`src/rtl/norm_shift_pipe.sv`:
```
// norm_shift_pipe: two-stage leading-zero normalizer with valid/ready flow.
// Define NORM_UFLOW_SAT_EN to saturate exponent underflow and raise out_uflow.
module norm_shift_pipe #(
  parameter int N = 64,
  parameter int E = 10
) (
  input  logic         clk,
  input  logic         rst_n,
  input  logic         in_valid,
  output logic         in_ready,
  input  logic [N-1:0] in_mant,
  input  logic [E-1:0] in_exp,
  output logic         out_valid,
  input  logic         out_ready,
  output logic [N-1:0] out_mant,
  output logic [E-1:0] out_exp,
  output logic         out_zero,
  output logic         out_uflow
);
  localparam int S = $clog2(N);

  logic         r_v1;
  logic         r_v2;
  logic [N-1:0] r_m1;
  logic [E-1:0] r_e1;
  logic [S:0]   r_lzc1;
  logic [N-1:0] r_m2;
  logic [E-1:0] r_e2;
  logic         r_z2;
  logic         r_u2;

  logic         w_ld1;
  logic         w_ld2;
  logic [S:0]   w_lzc;
  logic [N-1:0] w_mant;
  logic [E-1:0] w_exp;
  logic         w_uflow;

  assign in_ready = ~r_v1 | ~r_v2 | out_ready;
  assign w_ld1    = in_valid & in_ready;
  assign w_ld2    = r_v1 & (~r_v2 | out_ready);

  // last set bit scanned upward wins, so this finds the MSB
  always_comb begin
    w_lzc = '0;
    for (int i = 0; i < N; i++) begin
      if (in_mant[i]) w_lzc = (S+1)'(N - 1 - i);
    end
  end

  assign w_mant = r_m1 << r_lzc1;

`ifdef NORM_UFLOW_SAT_EN
  logic [E:0] w_diff;

  assign w_diff  = {r_e1[E-1], r_e1}
                 - {{(E-S){1'b0}}, r_lzc1};
  assign w_uflow = w_diff[E] ^ w_diff[E-1];
  assign w_exp   = w_uflow ? {1'b1, {(E-1){1'b0}}}
                           : w_diff[E-1:0];
`else
  assign w_uflow = 1'b0;
  assign w_exp   = r_e1 - {{(E-S-1){1'b0}}, r_lzc1};
`endif

  always_ff @(posedge clk or negedge rst_n) begin
    if (!rst_n) begin
      r_v1 <= 1'b0;
      r_v2 <= 1'b0;
    end else begin
      if (in_ready) r_v1 <= in_valid;
      if (~r_v2 | out_ready) r_v2 <= r_v1;
    end
  end

  always_ff @(posedge clk) begin
    if (w_ld1) begin
      r_m1   <= in_mant;
      r_e1   <= in_exp;
      r_lzc1 <= w_lzc;
    end
    if (w_ld2) begin
      r_m2 <= w_mant;
      r_e2 <= w_exp;
      r_z2 <= ~|r_m1;
      r_u2 <= w_uflow;
    end
  end

  // data is masked while empty so reset reads all zeros
  assign out_valid = r_v2;
  assign out_mant  = r_v2 ? r_m2 : '0;
  assign out_exp   = r_v2 ? r_e2 : '0;
  assign out_zero  = r_v2 & r_z2;
  assign out_uflow = r_v2 & r_u2;

endmodule

```
`config.mk`:
```
export PLATFORM = sky130hd
export DESIGN_NAME = norm_shift_pipe
export DESIGN_NICKNAME = d
export VERILOG_FILES = /design/src/rtl/norm_shift_pipe.sv
export SDC_FILE = /design/constraint.sdc
export NUM_CORES = 1
export LEC_CHECK = 0
export ABC_CLOCK_PERIOD_IN_PS = 8900
export BUFFER_PORTS_ARGS = -buffer_cell sky130_fd_sc_hd__buf_2
export CAP_MARGIN = 0
export CORE_MARGIN = 5
export CORE_UTILIZATION = 40
export DETAILED_ROUTE_END_ITERATION = 8
export PLACE_DENSITY = 0.67
export SKIP_LAST_GASP = 1
export SLEW_MARGIN = 25
export SYNTH_ARGS = -nofsm -noshare
export SYNTH_HDL_FRONTEND = slang
export SYNTH_SLANG_ARGS = --single-unit
```
`constraint.sdc`:
```
create_clock -name clk -period 8.9 [get_ports clk]
set_clock_uncertainty 0.05 [all_clocks]
set_input_delay 2.67 -clock clk [delete_from_list [all_inputs] [get_ports clk]]
set_output_delay 2.67 -clock clk [all_outputs]
set_load 0.05 [all_outputs]
```
==> flow_summary.yaml <==
status:
  status: "complete, no violations"
timing:
  slew_headroom_pct: 33.55
  finalCritPeriodShare_pct: 66.64
  period_needed_ns: 5.931
  rsz0062_at_grt: "false"
  fmax_mhz: 168.6
  tns_ns: 0
  slew_viol_final: 0
  timing.hold.ws_ns: 0.4440
  setup_violations: 0
  worst_slew_pin_slew_ns: 0.9967
  hold_viol_final: 0
setup_path:
  worst_ep_required_time_ns: 6.18
  cp_cell_sequence: "buf_2 -> nand3b_1 -> buf_2"
  max_stage_delay_ns: 0.25
  crit_fanout: 3
  cp-end-kind: "primary output"
  cp_data_arrival_time_ns: 3.21
  cp_common_cell: "buf_2"
  regToRegSetupSlack_ns: 5.28
  worstSetupPathType: "input port to primary output"
  slowest_stage: "buf_2"
  start_kind: "input port"
logic_synthesis:
  ys_top_cells_by_area: "edfxtp_1 (45%), mux4_2 (10%), mux2i_1 (6.3%)"
  synth-seq-cells: 157
  synth_nets: 1023
  synth.avg_cell_area_um2: 11.05
  yosysTopAreaCellShare_pct: 44.89
  synth_top_family_by_area: "multiplexers"
  synth.most_common_cell: "edfxtp_1"
  synthArstFlopShare_pct: 1.274
  synth_edf_count: 155
  yosys.area_share.adder_pct: 0.9171
  syn_area_um2: 10370
  yosysTopAreaCell: "edfxtp_1"
  syn_inst: 938
  synthSimpleGateAreaFrac_pct: 17.14
  muxShareOfSynthArea_pct: 20.83
  synth_ff_type: "edfxtp_1"
  synthXorXnorAreaFrac_pct: 0.4223
  ys_seq_area_share_pct: 45.37
  ys_types: 61
  yosysWarnings: 0
  synth_common_cells: "edfxtp_1 (155), and2_1 (88), nor2_1 (88)"
  synth_compound_area_share_pct: 11.52
detailed_routing:
  ant_nets: 0
  wl_per_cell_um: 19.50
  wl_um: 27520
  drc: 0
  vias_per_cell: 5.733
  first_pass_iters: 5
  drtIter0Drc: 649
  dr_total_vias: 8089
clock_network:
  cts_buffers: 17
  clk-insertion-delay-late_ns: 0.42
  tritoncts: "yes"
  cts_hold_repair.buffers: 0
  cts_root_buffer: "clkbuf_16"
  clk_pin_slew_ns: 0.06
  htreeDepth: 4
  cts_setup_buffers: 0
  cts_buffer_depth: 2
  clkSinkCount: 157
  ctsResizeCount: 0
finish:
  diodes: 0
  areaGrowthSynthToFinish_pct: 15.20
  layoutNonFillerInstCount: 1411
  final_util_pct: 46.36
  drive_above_1_share_pct: 26.77
  nets: 1149
floorplanning:
  start_util_pct: 40.25
  pin_count: 156
  fp.dieW_um: 171
  core_um2: 25760
  chipHeight_um: 171
  die_area_um2: 29240
  row_count: 59
flow_run:
  max_cap_viol_count: 0
power_and_ir_drop:
  p_per_area_nw_per_um2: 191.5
  max-vdd-ir-drop_mv: 0.1245
  p_leak_uw: 0.004591
  totalPowerFinal_uw: 2287
global_route:
  overflow: 0
  grt_first_pass_wirelength_um: 42310
  grt_pass1_vias: 7531
  grtUsageTotal_pct: 18.59
  grt_max_degree: 79
  antenna_found_initial: 0
place:
  gp_congestion: 0.9496
  io_buffers: 154
  hpwlAfterDp_um: 20670
  dp_cells: 1380
worst_hold_path:
  hp-class: "flop to flop"
==> power by group <==
part	total, uW	switching [uW]	internal [uW]
Sequential	932	34.7	897
Clock	723	284	439
Combinational	633	418	215
==> path summary, 6_finish.rpt <==
path / endpoint / cells after the start / from
setup / recovery: in_ready / 3 / out_ready
hold / removal: out_valid / 1 / r_v1
setup reg to reg: r_m2[58] / 8 / r_lzc1[0]
hold reg to reg: out_valid / 1 / r_v1
max in group asynchronous: r_v1 / 1 / rst_n
min in group asynchronous: out_valid / 1 / rst_n
==> placed cells by master (no fill, tap or decap), types with 15 or more instances in the layout <==
master	synthesis	routed
mux2i_1	65	65
mux2_2	41	41
edfxtp_1	155	155
clkbuf_16	0	17
a21oi_1	22	22
o21ai_0	41	41
mux4_2	46	46
inv_1	24	24
nor4_1	33	33
buf_2	9	154
o21a_1	15	15
and2_1	88	86
nor2_1	88	88
nand2_1	70	70
nor3_1	23	23
==> logic make-up after synthesis <==
kind of cell,count (synthesis)
flip-flops,157
AND/OR/NAND/NOR,353
XOR/XNOR,5
adder cells (fa/ha/maj),7
AO/OA/AOI/OAI,176
buffers and inverters,86
multiplexers,153
other,1
==> stage by stage <==
stage / instance area [um^2] / setup slack (ns)
2_1_floorplan: 10370 / 3.027
3_3_place_gp: 11360 / 2.988
3_5_place_dp: 11360 / 2.968
4_1_cts: 11950 / 2.965
5_1_grt: 11950 / 2.927
6_report: 11950 / 2.969
==> state kept, by name (all words and copies together), names as in the netlist <==
name / count
r_e1: 10
r_v1: 1
r_m2: 64
r_e2: 10
r_m1: 64
r_z2: 1
r_lzc1: 6
out_valid: 1
==> worst max-delay path, delay by kind of cell <==
kind                   cells  cell delay [ns]
AND/OR/NAND/NOR            1             0.18
buffers and inverters      2             0.35
==> per-layer routing <==
| metal | track usage [%] | up-vias | part of all wire (%) |
|---|---|---|---|
| met5 | 0 | - | 0 |
| met4 | 4.754 | 0 | 1.0 |
| met3 | 2.981 | 17 | 7.9 |
| met2 | 27.37 | 368 | 44 |
| met1 | 28.66 | 3858 | 47 |
| li1 | - | 3846 | - |
==> cell type report <==
| cell class | instances | area (um^2) |
|---|---|---|
| Clock buffer | 20 | 436.7 |
| Fill cell | 2383 | 13820 |
| Timing Repair Buffer | 166 | 860.8 |
| Inverter | 27 | 101.3 |
| Sequential cell | 157 | 4705 |
| Tap cell | 335 | 419.2 |
| Clock inverter | 11 | 143.9 |
| Multi-Input combinational cell | 695 | 5279 |
(Power assumes the default switching activity.)
